### src/rtl/cla_pkg.sv
// Shared constants, propagate/generate pair type and 4-bit lookahead carry functions for cla_adder.
// Purely combinational helpers; no state.
package cla_pkg;

    localparam int GROUP_W       = 4;
    localparam int DEFAULT_WIDTH = 4;

    typedef struct packed {
        logic p;
        logic g;
    } pg_t;

    // Carry into each bit of a 4-bit group, fully expanded sum-of-products.
    function automatic logic [3:0] lookahead_carries(input pg_t [3:0] pg, input logic cin);
        logic [3:0] c;
        c[0] = cin;
        c[1] = pg[0].g | (pg[0].p & cin);
        c[2] = pg[1].g | (pg[1].p & pg[0].g) | (pg[1].p & pg[0].p & cin);
        c[3] = pg[2].g | (pg[2].p & pg[1].g) | (pg[2].p & pg[1].p & pg[0].g)
             | (pg[2].p & pg[1].p & pg[0].p & cin);
        return c;
    endfunction

    function automatic logic group_generate(input pg_t [3:0] pg);
        return pg[3].g | (pg[3].p & pg[2].g) | (pg[3].p & pg[2].p & pg[1].g)
             | (pg[3].p & pg[2].p & pg[1].p & pg[0].g);
    endfunction

endpackage

### src/rtl/cla_group4.sv
// 4-bit carry-lookahead group: sum plus group propagate/generate for the second level.
// Latency: combinational. Backpressure: none.
module cla_group4
    import cla_pkg::*;
(
    input  logic [3:0] a,
    input  logic [3:0] b,
    input  logic       cin,
    output logic [3:0] sum,
    output logic       grp_p,
    output logic       grp_g
);

    pg_t  [3:0] pg;
    logic [3:0] c;

    always_comb begin
        pg = '0;
        for (int i = 0; i < 4; i++) begin
            pg[i].p = a[i] ^ b[i];
            pg[i].g = a[i] & b[i];
        end
    end

    assign c = lookahead_carries(pg, cin);

    always_comb begin
        sum = '0;
        for (int i = 0; i < 4; i++) begin
            sum[i] = pg[i].p ^ c[i];
        end
    end

    assign grp_p = pg[3].p & pg[2].p & pg[1].p & pg[0].p;
    assign grp_g = group_generate(pg);

endmodule

### src/rtl/cla_adder.sv
// Registered two-level carry-lookahead adder {c_out, Output} = A + B + c_in; CLA_OVERFLOW_EN adds signed ovf.
// Latency: one clk edge when en=1. Backpressure: none; en=0 holds the result and drops ready.
module cla_adder
    import cla_pkg::*;
#(
    parameter int WIDTH = DEFAULT_WIDTH
) (
    input  logic             clk,
    input  logic             rst_n,
    input  logic             en,
    input  logic             c_in,
    input  logic [WIDTH-1:0] A,
    input  logic [WIDTH-1:0] B,
    output logic [WIDTH-1:0] Output,
    output logic             c_out,
`ifdef CLA_OVERFLOW_EN
    output logic             ovf,
`endif
    output logic             ready
);

    localparam int NG = WIDTH / GROUP_W;

    logic [NG-1:0]    gp;
    logic [NG-1:0]    gg;
    logic [NG:0]      gc;
    logic [WIDTH-1:0] sum;
    logic             acc;
    logic             term;

    for (genvar g = 0; g < NG; g++) begin : g_grp
        cla_group4 u_grp (
            .a     (A[g*GROUP_W +: GROUP_W]),
            .b     (B[g*GROUP_W +: GROUP_W]),
            .cin   (gc[g]),
            .sum   (sum[g*GROUP_W +: GROUP_W]),
            .grp_p (gp[g]),
            .grp_g (gg[g])
        );
    end

    // Second level: each group carry-in as a flat OR of products of group P/G and c_in.
    always_comb begin
        gc   = '0;
        acc  = 1'b0;
        term = 1'b0;
        for (int k = 0; k <= NG; k++) begin
            acc = c_in;
            for (int j = 0; j < k; j++) begin
                acc = acc & gp[j];
            end
            for (int j = 0; j < k; j++) begin
                term = gg[j];
                for (int m = j + 1; m < k; m++) begin
                    term = term & gp[m];
                end
                acc = acc | term;
            end
            gc[k] = acc;
        end
    end

    always_ff @(posedge clk or negedge rst_n) begin
        if (!rst_n) begin
            Output <= '0;
            c_out  <= 1'b0;
            ready  <= 1'b0;
`ifdef CLA_OVERFLOW_EN
            ovf    <= 1'b0;
`endif
        end else begin
            ready <= en;
            if (en) begin
                Output <= sum;
                c_out  <= gc[NG];
`ifdef CLA_OVERFLOW_EN
                // Carry into the MSB is recovered from its sum bit: c = a ^ b ^ s.
                ovf    <= A[WIDTH-1] ^ B[WIDTH-1] ^ sum[WIDTH-1] ^ gc[NG];
`endif
            end
        end
    end

endmodule

### config.mk
export PLATFORM = sky130hd
export DESIGN_NAME = cla_adder
export DESIGN_NICKNAME = d
export VERILOG_FILES = /design/src/rtl/cla_pkg.sv /design/src/rtl/cla_group4.sv /design/src/rtl/cla_adder.sv
export SDC_FILE = /design/constraint.sdc
export NUM_CORES = 1
export LEC_CHECK = 0
export BUFFER_PORTS_ARGS = -buffer_cell sky130_fd_sc_hd__buf_2
export CAP_MARGIN = 20
export CORE_AREA = 3 3 42 44
export DETAILED_ROUTE_END_ITERATION = 10
export DIE_AREA = 0 0 45 47
export PLACE_DENSITY = 0.61
export SLEW_MARGIN = 40
export SYNTH_ARGS = -nofsm -noshare
export SYNTH_HDL_FRONTEND = slang
export SYNTH_SLANG_ARGS = --single-unit
### constraint.sdc
create_clock -name clk -period 0.85 [get_ports clk]
set_input_delay 0.085 -clock clk [delete_from_list [all_inputs] [get_ports clk]]
set_output_delay 0.085 -clock clk [all_outputs]
set_load 0.05 [all_outputs]
# Word level (Yosys, flattened, before mapping)
# Index checks and enable logic that the tools add are counted.
# op_classes
bitwise	38
# op_table
op	count
1-bit bitwise AND	20
1-bit bitwise OR	10
1-bit XOR	8
# word_totals
out_inout_bits	6
elab_cells	41
ff_bits	6
input_bits	12

# Depth between registers and ports, before layout
# Gate-level depths: netlist (run 1).
# logic_depth
ltp_word	6
depth_mapped	4
depth_no_buf	4

# Cells and area by module
# From an unflattened synthesis (run 1), not the netlist that was laid out.
# hier_totals
hier_cells	34
area_unflattened_um2	379.1
# modules_own_cells
mod	seq_area_each_um2	cells_each	area_each_um2	n_inst
cla_adder	150.1	13	209.0	1
cla_group4	0.0	21	170.2	1

# Worst setup path before layout (run 1)
# Ideal clock, no wire load.
# synth_timing
path_kind	input port to flip-flop
start	input A[2]
end	register Output[3]
n_path_buf	0
t_required_ps	780
stages	4
t_arrival_ps	1083
setup_slack_ps	-302
setup_time_ps	70
path_cell_list	ha_1 > and4_1 > a2111o_1 > nand3_1
# synth_between
elab_chain_len	6
word_cells_on_any_way	11
cone_classes	bitwise (11)
# synth_lines
item	line	source
start, declared	cla_adder.sv:12	input logic [WIDTH-1:0] A,
1-bit XOR	cla_group4.sv:20	pg[i].p = a[i] ^ b[i];
1-bit bitwise AND, on equally long branches	cla_pkg.sv:19, cla_pkg.sv:20	
1-bit bitwise OR (tied with other cells)	cla_pkg.sv:19	c[3] = pg[2].g | (pg[2].p & pg[1].g) | (pg[2].p & pg[1].p & pg[0].g)
1-bit bitwise OR / 1-bit bitwise AND (equally long branches)	cla_pkg.sv:19, cla_pkg.sv:20	
1-bit bitwise OR *	cla_pkg.sv:20	| (pg[2].p & pg[1].p & pg[0].p & cin);
1-bit XOR *	cla_group4.sv:30	sum[i] = pg[i].p ^ c[i];
end signal, assigned	cla_adder.sv:74	Output <= sum;
end, declared	cla_adder.sv:14	output logic [WIDTH-1:0] Output,
# Every way passes the cells marked *; elsewhere a longest branch is shown, timed or not.
# A chain may end at the register's enable or synchronous reset.

# Worst setup path after layout (run 1)
# layout_timing
start	input A[1]
end	register Output[3]
# layout_between
elab_chain_len	6
word_cells_on_any_way	11
cone_classes	bitwise (11)
# layout_lines
item	line
1-bit bitwise AND / 1-bit XOR (equally long branches)	cla_group4.sv:21, cla_group4.sv:20
1-bit bitwise AND, on equally long branches	cla_pkg.sv:19, cla_pkg.sv:20
1-bit bitwise OR (tied with other cells)	cla_pkg.sv:19
1-bit bitwise OR / 1-bit bitwise AND (equally long branches)	cla_pkg.sv:19, cla_pkg.sv:20
1-bit bitwise OR *	cla_pkg.sv:20
1-bit XOR *	cla_group4.sv:30
# Marked as above.

==> out/metrics.cfg, run 1 <==
[run_status]
outcome = finished, violations left
violations = setup timing

[worst_hold_path]
hp-class = input pin to register
hold_path_end = ready$_DFF_PN0_
min_from = en
hold-path-cell-count = 2

[synthesis]
netlist_top_cells_area = dfrtp_1 (36%), ha_1 (12%), fa_1 (4.8%)
ys.warnings.count = 0
ys_types = 25
syn_nets = 57
yosysTopAreaCell = dfrtp_1
yosys_register_bits = 6
yosys.area.top_type_share = 0.364
syn_inst = 40
yosysSeqAreaShare = 0.364
netlist_area_sq_um = 413
syn_area_per_cell_sq_um = 10.3

[layout]
syn2layout_area_growth_pct = 81.5
nNetsFinal = 88
final_cells = 85
fill_cells = 148
diodes = 0
drive_above_1_share = 0.652

[timing]
report.final.hold_viol_count = 0
fin_skew_ps = 0
slew-limit-headroom = 0.862
holdWs_ps = 189
setup_viol = 8
tightest_slew_ps = 207
period_minus_slack_ps = 934
drv_slew = 0
layout_setup_ws_ps = -83.6
finalCritPeriodShare = 1.10
rsz0062_at_grt = yes
fmaxAchievable_mhz = 1070
fin_setup_tns_ps = -258

[worst_setup_path]
r2r_slack_ps = -20
critPathCaptureType = register
reg2reg_from = Output[3]$_DFFE_PN0P_
critPathMaxStageDelay_ps = 370
cp_max_fo = 4
required_ps = 1020
crit_arrival_ps = 1100
slowest_stage = a2111o_1
crit_chain = buf_6, ha_4, a21o_1, a2111o_1, nand3_1
rr_endpoint = Output[3]$_DFFE_PN0P_
ff2ff_path_depth = 2
crit_type = input pin to register
cp-start-kind = input pin

[cts]
htree_levels = 1
cts_made_buffers = 3
clk_path_buf_depth = 2
cts.sinks = 6
cts_tree = done
root_buffer = clkbuf_4
clkSlewWorstSetupHoldPaths_ps = 40
insertion_delay_ps = 230

[global_route]
first_global_vias = 414
grt_antenna_before_repair = 0
grt_pass1_wl_mm = 1.71
grt_overflow = 0
grt_max_degree = 7
grt_util_all_layers = 0.113

[power_and_ir_drop]
cellLeakagePower_nw = 0.354
p_per_area_nw_per_um2 = 1620
power.total_mw = 1.21
peakVddDrop_mv = 0.581

[drt]
wl_per_cell_um = 12.1
dr.first_iter.drc_count = 4
avgViaCountPerCell = 4.75
drc = 0
highest_layer = met4
wl_met1_um = 407
totalWireLength_mm = 1.03
wl_met2_um = 532
vias = 404
antenna_left = 0
dr.pass1.iters = 4
dr_wl_met3_um = 70

[floorplan]
die_height_um = 47
io_pins = 18
initial_core_util = 0.281
core_sq_um = 1470
die_x_um = 45
row_count = 14
die_area_sq_um = 2120

[placed_design]
port_buffers = 17
gp_congestion = 0.703
dp.cells = 78
place_ws_ps = -317

[flow_run]
drv_cap = 0

## registers in the layout, indices dropped and copies added, names as in the netlist
register,cells
Output,4
c_out,1
ready,1
## cell type report
cell class	instances	area, sq um	area share
multi-input cells	27	284	0.379
repair buffers	27	235	0.314
flip-flops and latches	6	153	0.204
inverters	6	35.0	0.0467
clock buffers	3	22.5	0.0301
well taps	16	20.0	0.0267
## cell usage in the layout (no fill, tap or decap), types with 2 or more instances in the layout
cell and instances:
nand2_1 3, buf_6 10, buf_2 6, buf_4 9
dfrtp_1 4, inv_1 2, clkbuf_4 3, dfrtp_2 2
inv_4 2, nand3_1 2, ha_4 3
## cell usage after synthesis, drive strengths merged
cell / n
dfrtp: 6
inv: 6
ha: 4
nand2: 3
nand3: 2
o21ai: 2
a2111o: 1
a211oi: 1
a21o: 1
a21oi: 1
a221oi: 1
and3b: 1
and4: 1
buf: 1
fa: 1
mux2: 1
mux2i: 1
nand4: 1
nor2b: 1
o2111ai: 1
or3: 1
or4: 1
xnor2: 1
## kinds of logic (layout without fill, tap and decap cells)
family | after synthesis | after routing | synth area share
AOI/OAI and AO/OA | 8 | 8 | 0.142
and+or+nand+nor | 11 | 11 | 0.164
muxes | 2 | 2 | 0.0515
xor gates and xnor gates | 1 | 1 | 0.0212
buffers and inverters | 7 | 36 | 0.0879
DFF | 6 | 6 | 0.364
adders and majority gates | 5 | 5 | 0.170
## power breakdown
| group | total, mW | switching [mW] | internal [mW] |
|---|---|---|---|
| Combinational | 0.590 | 0.310 | 0.281 |
| Sequential | 0.373 | 0.0364 | 0.337 |
| Clock | 0.251 | 0.0920 | 0.159 |
| Total | 1.21 | 0.438 | 0.776 |
## worst max-delay path: cells and delay by family
| kind | cells | cell delay (ps) |
|---|---|---|
| adder cells (fa/ha/maj) | 1 | 250 |
| AO/OA/AOI/OAI | 2 | 590 |
| AND/OR/NAND/NOR | 1 | 90 |
| buffers and inverters | 1 | 100 |
## per-layer routing
metal / GRT usage / vias up
met1: 0.127 / 181
met5: 0 / -
li1: - / 203
met4: 0.0702 / 0
met2: 0.203 / 16
met3: 0.0153 / 4
## worst max-delay path by stage
stage	endpoint	cells after the start	from	slack, ps
finish	Output[3]$_DFFE_PN0P_	5	A[1]	-80
global route	Output[3]$_DFFE_PN0P_	2	Output[3]$_DFFE_PN0P_	-120
CTS	c_out$_DFFE_PN0P_	5	A[0]	-50
detailed placement	Output[3]$_DFFE_PN0P_	5	A[1]	-320
global placement	Output[3]$_DFFE_PN0P_	5	A[1]	-330
floorplan	Output[2]$_DFFE_PN0P_	4	B[1]	-160
## repair_timing
item                                    4_1_cts  5_1_grt
hold endpoints to repair                      6        0
endpoints found under the setup margin       10       10
setup buffers                                 3        0
resized for setup                            17        9
hold buffers                                  1        0
pin swaps                                     5        6
## metrics by stage
step | utilization | area (sq um)
floorplan | - | 460
global placement | 0.407 | 599
detailed placement | 0.407 | 599
CTS | 0.483 | 711
global route | 0.509 | 749
finish | 0.509 | 749
Note: power is estimated with default switching activity, not from simulation.
==> inputs of run 2 (changes only) <==
CELL_PAD_IN_SITES_DETAIL_PLACEMENT = 0   (was not set)
CELL_PAD_IN_SITES_GLOBAL_PLACEMENT = 1   (was not set)
CORE_AREA = 3 3 43 45   (was 3 3 42 44)
DIE_AREA = 0 0 46 48   (was 0 0 45 47)
PLACE_DENSITY = 0.73   (was 0.61)
==> run 2 against run 1 <==
The run still ends with setup timing left. Sequential share of layout area is the same. Combinational power grew 0.7%. Register-to-register slack lost 20 ps. Clock skew is the same. Sequential power is essentially flat. Die area grew 4.4%. Largest power group unchanged. First-iteration DRC count shrank 75%. Cell area is the same. Critical endpoint unchanged. Hold slack lost 12 ps.
==> out/metrics.cfg, run 2 (synthesis results as in run 1) <==
[worst_setup_path]
reg2reg_from = Output[3]$_DFFE_PN0P_
cp_max_fo = 4  ; unchanged
critPathCaptureType = register
required_ps = 1020  ; about the same
rr_endpoint = Output[3]$_DFFE_PN0P_
cp-start-kind = input pin
crit_type = input pin to register
crit_arrival_ps = 1070  ; -30 ps
ff2ff_path_depth = 2  ; unchanged
r2r_slack_ps = -40  ; -20 ps

[cts]
insertion_delay_ps = 230  ; about the same
clk_path_buf_depth = 2  ; unchanged
root_buffer = clkbuf_4
htree_levels = 1  ; unchanged
cts_made_buffers = 3  ; unchanged
clkSlewWorstSetupHoldPaths_ps = 40  ; about the same
cts.sinks = 6  ; unchanged
cts_tree = done

[power_and_ir_drop]
peakVddDrop_mv = 0.538  ; -7.5%
internal-power_uw = 780  ; +0.54%
p_per_area_nw_per_um2 = 1620  ; about the same
switchingPower_uw = 435  ; -0.79%
swShare = 0.358  ; -0.00307
pwr-share-clk = 0.207  ; about the same
cellLeakagePower_nw = 0.363  ; +2.5%
p_seq_frac = 0.305  ; -0.002
combPwrFrac = 0.489  ; +0.003

[floorplan]
die_height_um = 48  ; +2.1%
io_pins = 18  ; unchanged
die_area_sq_um = 2210  ; +4.4%
core_sq_um = 1510  ; +2.4%
initial_core_util = 0.274  ; -0.00653
die_x_um = 46  ; +2.2%
row_count = 14  ; unchanged

[layout]
fill_cells = 146  ; -1.4%
syn2layout_area_growth_pct = 81.5  ; unchanged
regMostFlops = Output
layout_commonest_cell = buf_4
largest_reg_flops = 4  ; unchanged
drive_above_1_share = 0.671  ; +0.0193
final_cell_mix = buf_4 (10), buf_6 (8), buf_2 (7), dfrtp_1 (4)
diodes = 0  ; unchanged
final_cells = 86  ; +1.2%
nNetsFinal = 89  ; +1.1%
largest_registers = Output: 4 flops, c_out: 1 flops, ready: 1 flops

[timing]
report.final.hold_viol_count = 0  ; unchanged
slew-limit-headroom = 0.855  ; -0.00644
tightest_slew_ps = 216  ; +9.42 ps
holdWs_ps = 176  ; -12.5 ps
layout_setup_ws_ps = -57.6  ; +26.0 ps
finalCritPeriodShare = 1.07  ; -0.0306
drv_slew = 0  ; unchanged
fmaxAchievable_mhz = 1100  ; +2.9%
period_minus_slack_ps = 908  ; -26.0 ps
setup_viol = 8  ; unchanged
rsz0062_at_grt = yes
fin_skew_ps = 0  ; unchanged

[drt]
wl_met2_um = 428  ; -20%
highest_layer = met4
drc = 0  ; unchanged
vias = 414  ; +2.5%
wl_met1_um = 434  ; +6.6%
dr.pass1.iters = 2  ; -2
dr_wl_met3_um = 78  ; +11%
dr.first_iter.drc_count = 1  ; -3
totalWireLength_um = 949  ; -7.6%
avgViaCountPerCell = 4.81  ; +1.3%
antenna_left = 0  ; unchanged
wl_per_cell_um = 11.0  ; -8.7%

[flow_run]
drv_cap = 0  ; unchanged

[worst_hold_path]
min_from = en
hold-path-cell-count = 2  ; unchanged
hold_path_end = ready$_DFF_PN0_
hp-class = input pin to register

[global_route]
first_global_vias = 405  ; -2.2%
grt_util_all_layers = 0.111  ; -0.00290
grt_max_degree = 8  ; +1
grt_antenna_before_repair = 0  ; unchanged
grt_pass1_wl_mm = 1.68  ; -1.6%
grt_overflow = 0  ; unchanged

[placed_design]
dp.final_hpwl_um = 794
gp_congestion = 0.724  ; +3.0%
dp.cells = 79  ; +1.3%
port_buffers = 17  ; unchanged

[run_status]
violations = setup timing
outcome = finished, violations left

-- run 2: cell count changes in the layout (fill, tap and decap cells not counted) --
cell | previous run | this run
buf_2 | 6 | 7
buf_4 | 9 | 10
buf_6 | 10 | 8
buf_8 | 1 | 2
ha_1 | 1 | 2
ha_4 | 3 | 2
inv_1 | 2 | 1
inv_2 | 1 | 2
xnor2_1 | 1 | 0
xnor2_2 | 0 | 1
-- run 2: worst max-delay path, stage by stage --
cell and delay, ps:
buf_8 100, ha_4 240, a21o_1 220, a2111o_1 360, nand3_1 70
-- run 2: power groups by stage --
stage / Clock [mW] / Sequential (mW) / Combinational, mW
after floorplan: 0 / 0.528 / 0.155
after global placement: 0 / 0.363 / 0.460
after detailed placement: 0 / 0.365 / 0.467
after CTS: 0.273 / 0.369 / 0.570
after global routing: 0.289 / 0.376 / 0.636
final: 0.251 / 0.370 / 0.594
-- run 2: how the worst max path moves through the flow --
stage                                      from               endpoint  slack (ps)  depth (start not counted)
final                                      A[1]  Output[3]$_DFFE_PN0P_         -60                          5
after CTS                                  A[1]  Output[2]$_DFFE_PN0P_         -60                          5
after floorplan                            B[1]  Output[2]$_DFFE_PN0P_        -160                          4
after global routing      Output[3]$_DFFE_PN0P_  Output[3]$_DFFE_PN0P_         -80                          2
after global placement                     c_in  Output[1]$_DFFE_PN0P_        -320                          5
after detailed placement                   A[1]  Output[2]$_DFFE_PN0P_        -320                          5
-- run 2: cell type report --
cell class / count / area (sq um) / area share
Timing Repair Buffer: 28 / 240 / 0.321
Clock buffer: 3 / 22.5 / 0.0301
Sequential cell: 6 / 153 / 0.204
Tap cell: 16 / 20.0 / 0.0267
Multi-Input combinational cell: 27 / 279 / 0.372
Inverter: 6 / 35.0 / 0.0467
-- run 2: routing by layer --
layer | vias up | GRT usage
met5 | - | 0
met4 | 0 | 0.0682
met3 | 2 | 0.0338
met2 | 13 | 0.170
met1 | 190 | 0.134
li1 | 209 | -
-- run 2: repair_timing --
item,in CTS,in global routing
hold buffers,1,0
gates resized for setup,19,7
buffers inserted,2,1
setup endpoints to repair,10,10
hold endpoints to repair,6,0
pin swaps,5,8
-- run 2: through the flow --
step	instance area (sq um)	setup WS, ps	total power [mW]	utilization	TNS, ps
global placement	607	-316	0.824	0.403	-1350
finish	749	-57.6	1.22	0.498	-214
CTS	722	-64.7	1.21	0.479	-315
floorplan	460	-158	0.683	-	-494
global route	749	-77.8	1.30	0.498	-450
detailed placement	607	-320	0.832	0.403	-1380
